--- config.mk ---
export PLATFORM = sky130hd
export DESIGN_NAME = draw_rect
export DESIGN_NICKNAME = d
export VERILOG_FILES = /design/src/rtl/draw_rect.sv
export SDC_FILE = /design/constraint.sdc
export NUM_CORES = 1
export LEC_CHECK = 0
export ABC_CLOCK_PERIOD_IN_PS = 2690
export BUFFER_PORTS_ARGS = -buffer_cell sky130_fd_sc_hd__buf_2
export CORE_AREA = 5 5 98 100
export DETAILED_ROUTE_END_ITERATION = 7
export DIE_AREA = 0 0 103 105
export PLACE_DENSITY = 0.73
export SYNTH_ARGS = -nofsm -noshare
export SYNTH_HDL_FRONTEND = slang
export SYNTH_SLANG_ARGS = --single-unit
--- constraint.sdc ---
create_clock -name clk65MHz -period 2.69 [get_ports clk65MHz]
set_input_delay 0.269 -clock clk65MHz [delete_from_list [all_inputs] [get_ports clk65MHz]]
set_output_delay 0.269 -clock clk65MHz [all_outputs]
set_load 0.02 [all_outputs]
--- src/rtl/draw_rect.sv ---
// -----------------------------------------------------------------------------
// draw_rect
//
// Overlays a filled rectangle on a VGA-style timing/pixel stream.
//
// The rectangle's top-left corner (xpos, ypos) is sampled only on the rising
// edge of vblnk_in. Moving the rectangle mid-scan therefore takes effect on the
// next frame instead of tearing the current one. Until the first vblnk edge
// after reset, no rectangle is drawn.
//
// The timing stream and the composited pixel leave the block exactly two clock
// cycles after they enter:
//   stage 1 - registers the stream and rgb_in, and computes the hit (and
//             border) flags;
//   stage 2 - selects the rectangle colour or the background pixel.
//
// Optional feature (macro DRAW_RECT_BORDER_EN):
//   Pixels within 2 px of any rectangle edge use BORDER_COLOR instead of
//   RECT_COLOR. Latency is unchanged. Without the macro, BORDER_COLOR is unused.
//
// Parameters:
//   RECT_W, RECT_H  rectangle size in pixels
//   RECT_COLOR      fill colour (4:4:4 RGB)
//   BORDER_COLOR    border colour (used only with DRAW_RECT_BORDER_EN)
//
// Ports:
//   clk65MHz                  pixel clock
//   rst                       asynchronous active-high reset
//   xpos, ypos                rectangle top-left position (12 bit)
//   hcount_in, vcount_in      pixel / line counters (11 bit)
//   hsync_in, vsync_in        sync signals
//   hblnk_in, vblnk_in        blanking signals
//   rgb_in                    background pixel (12 bit)
//   *_out                     the same stream delayed 2 cycles; rgb_out is
//                             the composited pixel
// -----------------------------------------------------------------------------
module draw_rect #(
    parameter int          RECT_W       = 64,
    parameter int          RECT_H       = 64,
    parameter logic [11:0] RECT_COLOR   = 12'hF00,
    parameter logic [11:0] BORDER_COLOR = 12'hFFF
) (
    input  logic        clk65MHz,
    input  logic        rst,
    input  logic [11:0] xpos,
    input  logic [11:0] ypos,
    input  logic [10:0] hcount_in,
    input  logic [10:0] vcount_in,
    input  logic        hsync_in,
    input  logic        vsync_in,
    input  logic        hblnk_in,
    input  logic        vblnk_in,
    input  logic [11:0] rgb_in,
    output logic [10:0] hcount_out,
    output logic [10:0] vcount_out,
    output logic        hsync_out,
    output logic        vsync_out,
    output logic        hblnk_out,
    output logic        vblnk_out,
    output logic [11:0] rgb_out
);

    // ---------------------------------------------------------------------
    // Position latch, updated only at the start of vertical blanking
    // ---------------------------------------------------------------------
    logic [11:0] x_lat_reg;
    logic [11:0] y_lat_reg;
    logic        pos_valid_reg;
    logic        vblnk_prev_reg;
    logic        vblnk_rise;

    assign vblnk_rise = vblnk_in & ~vblnk_prev_reg;

    always_ff @(posedge clk65MHz or posedge rst) begin
        if (rst) begin
            x_lat_reg      <= '0;
            y_lat_reg      <= '0;
            pos_valid_reg  <= 1'b0;
            vblnk_prev_reg <= 1'b0;
        end else begin
            vblnk_prev_reg <= vblnk_in;
            if (vblnk_rise) begin
                x_lat_reg     <= xpos;
                y_lat_reg     <= ypos;
                pos_valid_reg <= 1'b1;
            end
        end
    end

    // ---------------------------------------------------------------------
    // Hit test. Everything is widened to 13 bits, so x_lat + RECT_W cannot
    // wrap back into the visible range. A rectangle placed near 4095 simply
    // never matches an 11-bit counter.
    // ---------------------------------------------------------------------
    logic [12:0] hc_ext;
    logic [12:0] vc_ext;
    logic [12:0] x_start;
    logic [12:0] y_start;
    logic [12:0] x_end;
    logic [12:0] y_end;
    logic        hit_next;

    assign hc_ext  = {2'b00, hcount_in};
    assign vc_ext  = {2'b00, vcount_in};
    assign x_start = {1'b0, x_lat_reg};
    assign y_start = {1'b0, y_lat_reg};
    assign x_end   = x_start + 13'(RECT_W);
    assign y_end   = y_start + 13'(RECT_H);

    assign hit_next = pos_valid_reg & ~hblnk_in & ~vblnk_in
                    & (hc_ext >= x_start) & (hc_ext < x_end)
                    & (vc_ext >= y_start) & (vc_ext < y_end);

`ifdef DRAW_RECT_BORDER_EN
    // The border band is 2 px wide on every side. It only matters when
    // hit_next is also set, so it need not be bounded on the outside.
    logic border_next;
    logic border_s1_reg;

    assign border_next = (hc_ext <  x_start + 13'd2)
                       | (hc_ext >= x_end   - 13'd2)
                       | (vc_ext <  y_start + 13'd2)
                       | (vc_ext >= y_end   - 13'd2);
`endif

    // ---------------------------------------------------------------------
    // Stage 1: register the stream and the hit flag
    // ---------------------------------------------------------------------
    logic [10:0] hcount_s1_reg;
    logic [10:0] vcount_s1_reg;
    logic        hsync_s1_reg;
    logic        vsync_s1_reg;
    logic        hblnk_s1_reg;
    logic        vblnk_s1_reg;
    logic [11:0] rgb_s1_reg;
    logic        hit_s1_reg;

    always_ff @(posedge clk65MHz or posedge rst) begin
        if (rst) begin
            hcount_s1_reg <= '0;
            vcount_s1_reg <= '0;
            hsync_s1_reg  <= 1'b0;
            vsync_s1_reg  <= 1'b0;
            hblnk_s1_reg  <= 1'b0;
            vblnk_s1_reg  <= 1'b0;
            rgb_s1_reg    <= '0;
            hit_s1_reg    <= 1'b0;
`ifdef DRAW_RECT_BORDER_EN
            border_s1_reg <= 1'b0;
`endif
        end else begin
            hcount_s1_reg <= hcount_in;
            vcount_s1_reg <= vcount_in;
            hsync_s1_reg  <= hsync_in;
            vsync_s1_reg  <= vsync_in;
            hblnk_s1_reg  <= hblnk_in;
            vblnk_s1_reg  <= vblnk_in;
            rgb_s1_reg    <= rgb_in;
            hit_s1_reg    <= hit_next;
`ifdef DRAW_RECT_BORDER_EN
            border_s1_reg <= border_next;
`endif
        end
    end

    // ---------------------------------------------------------------------
    // Stage 2: colour select and output registers
    // ---------------------------------------------------------------------
    logic [11:0] fill_color;

`ifdef DRAW_RECT_BORDER_EN
    assign fill_color = border_s1_reg ? BORDER_COLOR : RECT_COLOR;
`else
    assign fill_color = RECT_COLOR;
`endif

    always_ff @(posedge clk65MHz or posedge rst) begin
        if (rst) begin
            hcount_out <= '0;
            vcount_out <= '0;
            hsync_out  <= 1'b0;
            vsync_out  <= 1'b0;
            hblnk_out  <= 1'b0;
            vblnk_out  <= 1'b0;
            rgb_out    <= '0;
        end else begin
            hcount_out <= hcount_s1_reg;
            vcount_out <= vcount_s1_reg;
            hsync_out  <= hsync_s1_reg;
            vsync_out  <= vsync_s1_reg;
            hblnk_out  <= hblnk_s1_reg;
            vblnk_out  <= vblnk_s1_reg;
            rgb_out    <= hit_s1_reg ? fill_color : rgb_s1_reg;
        end
    end

endmodule

==> results of run 1 <==
## per-layer routing
metal	wire length (um)	GRT usage, %	up-vias
met5	0	0	-
met4	125	5.00	0
met3	370	3.06	11
met2	3970	25.3	64
met1	3230	20.0	1235
li1	-	-	1259
## per-stage QoR
step	cell area, um2	hold slack (ns)
2_1_floorplan	3920	0.300
3_3_place_gp	4580	0.332
3_5_place_dp	4580	0.335
4_1_cts	4860	0.00590
5_1_grt	4860	0.000769
6_report	4860	0.0253
## worst paths after layout
kind,to,startpoint
max,hit_s1_reg,x_lat_reg[6]
min,rgb_s1_reg[7],rgb_in[7]
max reg2reg,hit_s1_reg,x_lat_reg[6]
min reg2reg,hcount_out[4],hcount_s1_reg[4]
max in group asynchronous,x_lat_reg[10],rst
min in group asynchronous,vcount_out[5],rst
## placed cells by master (no fill, tap or decap), types with 2 or more instances in the layout
| cell | count |
|---|---|
| mux2_2 | 4 |
| o211ai_1 | 2 |
| buf_4 | 3 |
| o21a_1 | 2 |
| bufinv_16 | 2 |
| clkbuf_8 | 10 |
| a21o_1 | 3 |
| or2_2 | 5 |
| o21ai_0 | 27 |
| a21oi_1 | 16 |
| a2111oi_0 | 2 |
| nand2_1 | 29 |
| nor2b_1 | 12 |
| nand2b_1 | 3 |
| nor2_1 | 4 |
| ha_1 | 34 |
| xnor2_1 | 6 |
| nand3_1 | 5 |
| inv_1 | 26 |
| nor3_1 | 2 |
| dfrtp_1 | 102 |
| clkbuf_1 | 2 |
| dlygate4sd3_1 | 6 |
| buf_2 | 101 |
## kinds of logic (layout without fill, tap and decap cells)
logic type                 after synthesis  in the layout  share of synthesized area, %
muxes                                    5              5                          1.44
adders and majority gates               34             34                          10.9
DFF                                    102            102                          65.2
buffers and inverters                   33            154                          3.17
xor gates and xnor gates                 6              6                          1.34
and+or+nand+nor                         67             67                          8.86
AOI/OAI and AO/OA                       59             59                          9.08
## layout make-up
cell class | count | area share [%]
flip-flops and latches | 102 | 52.5
multi-input cells | 171 | 25.5
repair buffers | 111 | 12.5
clock buffers | 12 | 2.99
well taps | 108 | 2.78
inverters | 27 | 2.16
clock inverters | 4 | 1.60
## power breakdown
part           leakage, uW  internal (uW)  switching [uW]
combinational      0.00107            223             300
clock             0.000111            556             495
sequential         0.00120           1640            48.2
## worst register-to-register path: stages, from the launching register on
cell and delay [ns]:
dfrtp_1 0.43, ha_1 0.30, inv_1 0.04, ha_1 0.28
o21ai_0 0.19, a21oi_1 0.08, o21a_1 0.18, o21ai_0 0.16
a21oi_1 0.12, a2111oi_4 0.32
==> run summary, run 1 <==
antenna violations before repair: 0
Yosys reg bits: 102
Sink Count: 102
Leak Pwr: 0.00239 uW
PwrDens: 671 nW/um2
first-pass GRT wire length: 12900 um
Synth Net Count: 404
Post-DRT Antenna Nets: 0
endpoints failing hold: 0
DR iter-0 viols: 164
post-route total power: 3260 uW
Syn Inst Count: 306
# DRC: 0
Placer Congestion: 0.812
post-synth cell types: 33
Die ar.: 10800 um2
Post-CTS Setup Inserts: 0
slowest cell on the critical path: dfrtp_1
syn avg cell area: 12.8 um2
main flop type after synthesis: dfrtp_1
vias in the first global route: 2725
# diodes: 0
CTS tree: built
CP Data Required Time: 2.93 ns
Num CTS Buffers: 9
crit start category: register
worst hold path type: in2reg
Max Clk Rate: 0.454 GHz
Routed WL: 7690 um
DR vias/cell: 4.80
Finished Core Util: 56.6%
largest cells by area after synthesis: dfrtp_1 65%, ha_1 11%, o21ai_0 3.5%, nand2_1 2.8%, inv_1 2.6%
number of I/O port buffers: 101
Layout Skew: 0.0122 ns
Worst Max-Slew Pin Slew: 0.812 ns
area of the multi-input gates: 1240 um2
# rows: 34
top-count cell post-synth: dfrtp_1
Pre-antenna DRT Iters: 4
Die H: 105 um
deepest clock path buffer count: 2
H-tree depth: 3
Post-CTS Resized: 0
nets: 520
outcome: finished, final reports clean
endpoint type of the worst setup path: register
cell taking the most area after synthesis: dfrtp_1
crit path kind: reg2reg
share of cells above drive strength 1: 31.4%
worst-path fanout max: 5
fin crit share: 81.9%
Final Setup Violations: 0
placed insts: 513
pin count of the biggest net entering global routing: 48
CP delay by family, top: compound AO/OA/AOI/OAI gates
storage element area: 2550 um2
fin crit period: 2.20 ns
reg2reg path depth: 9
Post-Syn Area: 3910 um2
CP cell instances: ha_1 > inv_1 > ha_1 > o21ai_0 > a21oi_1 > o21a_1 > o21ai_0 > a21oi_1 > a2111oi_4
Final TNS setup: 0 ns
CP bufs+invs: 1
Critical Path AT: 2.45 ns
CTS Root Cell: clkbuf_8
Finished Layout Cells: 535
dpl hpwl: 6000 um
hold path cells: 1
FFs w/ async S/R, synth: 100%
gr ovfl total: 0
I/O Pins: 102
Slew HR: 45.6%
Core Footprint: 8590 um2
initial core utilization: 45.5%
register area share after synthesis: 65.2%
Clock Latency Late Sink: 0.35 ns
Max VDD drop: 0.236 mV
Ys Warns: 0
Total Routing Usage GR: 15.3%
post-place setup slack: 0.524 ns
Max stage delay on crit path: 0.43 ns
Die X: 103 um
CTS clock-pin slew for the worst setup and hold paths: 0.09 ns
Synth top area share: 65.2%
Synth-to-Final Area Change: 24.3%
DR WL/cell: 14.4 um
cts hold-fix bufs: 6
Post-synth EDFFs: 0
fin. max-slew vios: 0
max_cap viols: 0
routed vias: 2569
Crit path depth: 9
Synth top cells by count: 102 x dfrtp_1, 34 x ha_1, 29 x nand2_1
Layout fillers: 741
final worst setup slack: 0.488 ns
RSZ-0062 raised after global routing: false
reg2reg setup slack: 0.49 ns
Power figures use the tool's default switching activity.
==> run 2, diff against run 1 <==
ABC_CLOCK_PERIOD_IN_PS = 1900   (was 2690)
clock period = 1.9 ns   (was 2.69 ns; I/O delays follow)
==> run 2 against run 1 <==
Compared with the run above:
- the flow now finishes with violations (negative setup slack)
- cell area up 8.9%
- hold slack got worse by 0.0021 ns
- largest power group unchanged
- die area stayed put
- clock power rose by 34%
- global-route usage grew 0.30 points
- utilization is 5.0 points higher
- clock-buffer cell count fell by 3
- register-to-register slack lost 0.59 ns
- wire length rose by 5.6%
- non-clock buffer count increased by 42
==> run summary, run 2 (synthesis results as in run 1) <==
worst-path fanout max: 2 (-3)
crit path kind: reg2reg
Synth-to-Final Area Change: 35.3%
post-place setup slack: -0.154 ns (-0.677 ns)
# DRC: 0 (unchanged)
Placer Congestion: 0.843 (+3.8%)
Leak Pwr: 0.00256 uW (+7.5%)
worst hold path type: in2reg
endpoints failing hold: 0 (unchanged)
vias in the first global route: 2918 (+7.1%)
Sink Count: 102 (unchanged)
Finished Layout Cells: 578 (+8.0%)
Layout Skew: 0.0116 ns (-0.000603 ns)
post-route total power: 4670 uW (+43%)
CTS tree: built
Final TNS setup: -0.106 ns (-0.106 ns)
commonest non-fill, non-tap cell in the layout: dfrtp_1
placed insts: 519 (+1.2%)
DR vias/cell: 4.75 (-1.1%)
nets: 562 (+8.1%)
CTS clock-pin slew for the worst setup and hold paths: 0.10 ns (about the same)
max_cap viols: 0 (unchanged)
dpl hpwl: 5740 um (-4.3%)
Worst Max-Slew Pin Slew: 0.558 ns (-0.255 ns)
PwrDens: 882 nW/um2 (+31%)
fin crit share: 106% (+24 points)
fin crit period: 2.01 ns (-0.196 ns)
commonest cells after routing, fill and taps aside: 102 x dfrtp_1, 101 x buf_2, 40 x dlygate4sd3_1
Die H: 105 um (unchanged)
routed vias: 2746 (+6.9%)
Max Clk Rate: 0.498 GHz (+9.8%)
share of cells above drive strength 1: 32.4% (+1.0 points)
initial core utilization: 45.5% (unchanged)
# rows: 34 (unchanged)
I/O Pins: 102 (unchanged)
Critical Path AT: 2.26 ns (-0.19 ns)
H-tree depth: 3 (unchanged)
failing checks: negative setup slack
fin. max-slew vios: 0 (unchanged)
Num CTS Buffers: 9 (unchanged)
Die ar.: 10800 um2 (unchanged)
Post-DRT Antenna Nets: 0 (unchanged)
deepest clock path buffer count: 2 (unchanged)
Core Footprint: 8590 um2 (unchanged)
DR iter-0 viols: 102 (-38%)
first-pass GRT wire length: 13200 um (+2.3%)
Slew HR: 62.8% (+17 points)
Routed WL: 8130 um (+5.6%)
Clock Latency Late Sink: 0.36 ns (about the same)
Final Setup Violations: 1 (+1)
crit start category: register
antenna violations before repair: 1 (+1)
Die X: 103 um (unchanged)
final worst setup slack: -0.106 ns (-0.594 ns)
gr ovfl total: 0 (unchanged)
CP Data Required Time: 2.15 ns (-0.78 ns)
endpoint type of the worst setup path: register
DR WL/cell: 14.1 um (-2.2%)
Finished Core Util: 61.6% (+5.0 points)
outcome: complete, but fails checks
Pre-antenna DRT Iters: 4 (unchanged)
CTS Root Cell: clkbuf_8
Total Routing Usage GR: 15.6% (+0.30 points)
RSZ-0062 raised after global routing: true
number of I/O port buffers: 101 (unchanged)
pin count of the biggest net entering global routing: 103 (+110%)
Max VDD drop: 0.354 mV (+50%)
run 2: cell count changes in the layout (fill, tap and decap cells not counted), moves of 2 or more:
| cell | delta |
|---|---|
| a21oi_2 | +2 |
| buf_4 | +8 |
| dlygate4sd3_1 | +34 |
| clkbuf_1 | -2 |
| a21oi_1 | -2 |
| o21ai_2 | +2 |
| inv_6 | +2 |
| ha_1 | -3 |
| ha_2 | +2 |
| o21ai_0 | -2 |
run 2: per-layer routing:
layer | up-vias | GRT usage (%) | routed length, um
li1 | 1346 | - | -
met1 | 1297 | 19.5 | 3440
met2 | 82 | 25.5 | 4080
met3 | 21 | 3.60 | 379
met4 | 0 | 7.03 | 222
met5 | - | 0 | 0
run 2: final timing paths:
check	start	endpoint	slack, ns	cells after the start
worst min register to register	vcount_s1_reg[1]	vcount_out[1]	0.35	0
worst max register to register	y_lat_reg[7]	hit_s1_reg	-0.11	8
min in group asynchronous	rst	vcount_out[2]	0.46	4
worst max-delay path	y_lat_reg[7]	hit_s1_reg	-0.11	8
worst min-delay path	xpos[4]	x_lat_reg[4]	0.02	3
max in group asynchronous	rst	rgb_s1_reg[0]	0.96	4
run 2: final cells by class:
| class | instances | area, um2 |
|---|---|---|
| Fill cell | 709 | 3300 |
| Antenna cell | 1 | 2.50 |
| Multi-Input combinational cell | 171 | 1280 |
| Tap cell | 108 | 135 |
| Inverter | 27 | 105 |
| Clock buffer | 9 | 124 |
| Timing Repair Buffer | 153 | 1010 |
| Sequential cell | 102 | 2550 |
| Clock inverter | 7 | 88.8 |
run 2: worst max-delay path, cell delays in order (launching register included):
cell	delay, ns
dfrtp_1	0.38
ha_2	0.20
nand3_2	0.07
xnor2_1	0.14
ha_1	0.32
a21oi_2	0.13
o21ai_1	0.08
or3_4	0.38
a2111oi_4	0.19
run 2: metrics by stage:
| step | hold slack, ns | instance area, um2 |
|---|---|---|
| 4_1_cts | 0.00533 | 5250 |
| 6_report | 0.0232 | 5290 |
| 3_5_place_dp | 0.299 | 4630 |
| 3_3_place_gp | 0.298 | 4630 |
| 2_1_floorplan | 0.221 | 3920 |
| 5_1_grt | 0.0127 | 5290 |
run 2: timing repair:
item / CTS / global route
hold endpoints to repair: 109 / 1
endpoints found under the setup margin: 1 / 1
gates cloned: 0 / 0
pin swaps: 2 / 2
gates resized for setup: 4 / 3
hold buffers: 39 / 1
setup buffers: 0 / 2
run 2: where the power goes:
group	leakage (uW)	internal (uW)	switching, uW	total (uW)
logic	0.00125	409	465	874
clock network	0.000109	641	771	1410
registers	0.00120	2320	62.8	2380
total	0.00256	3370	1300	4670
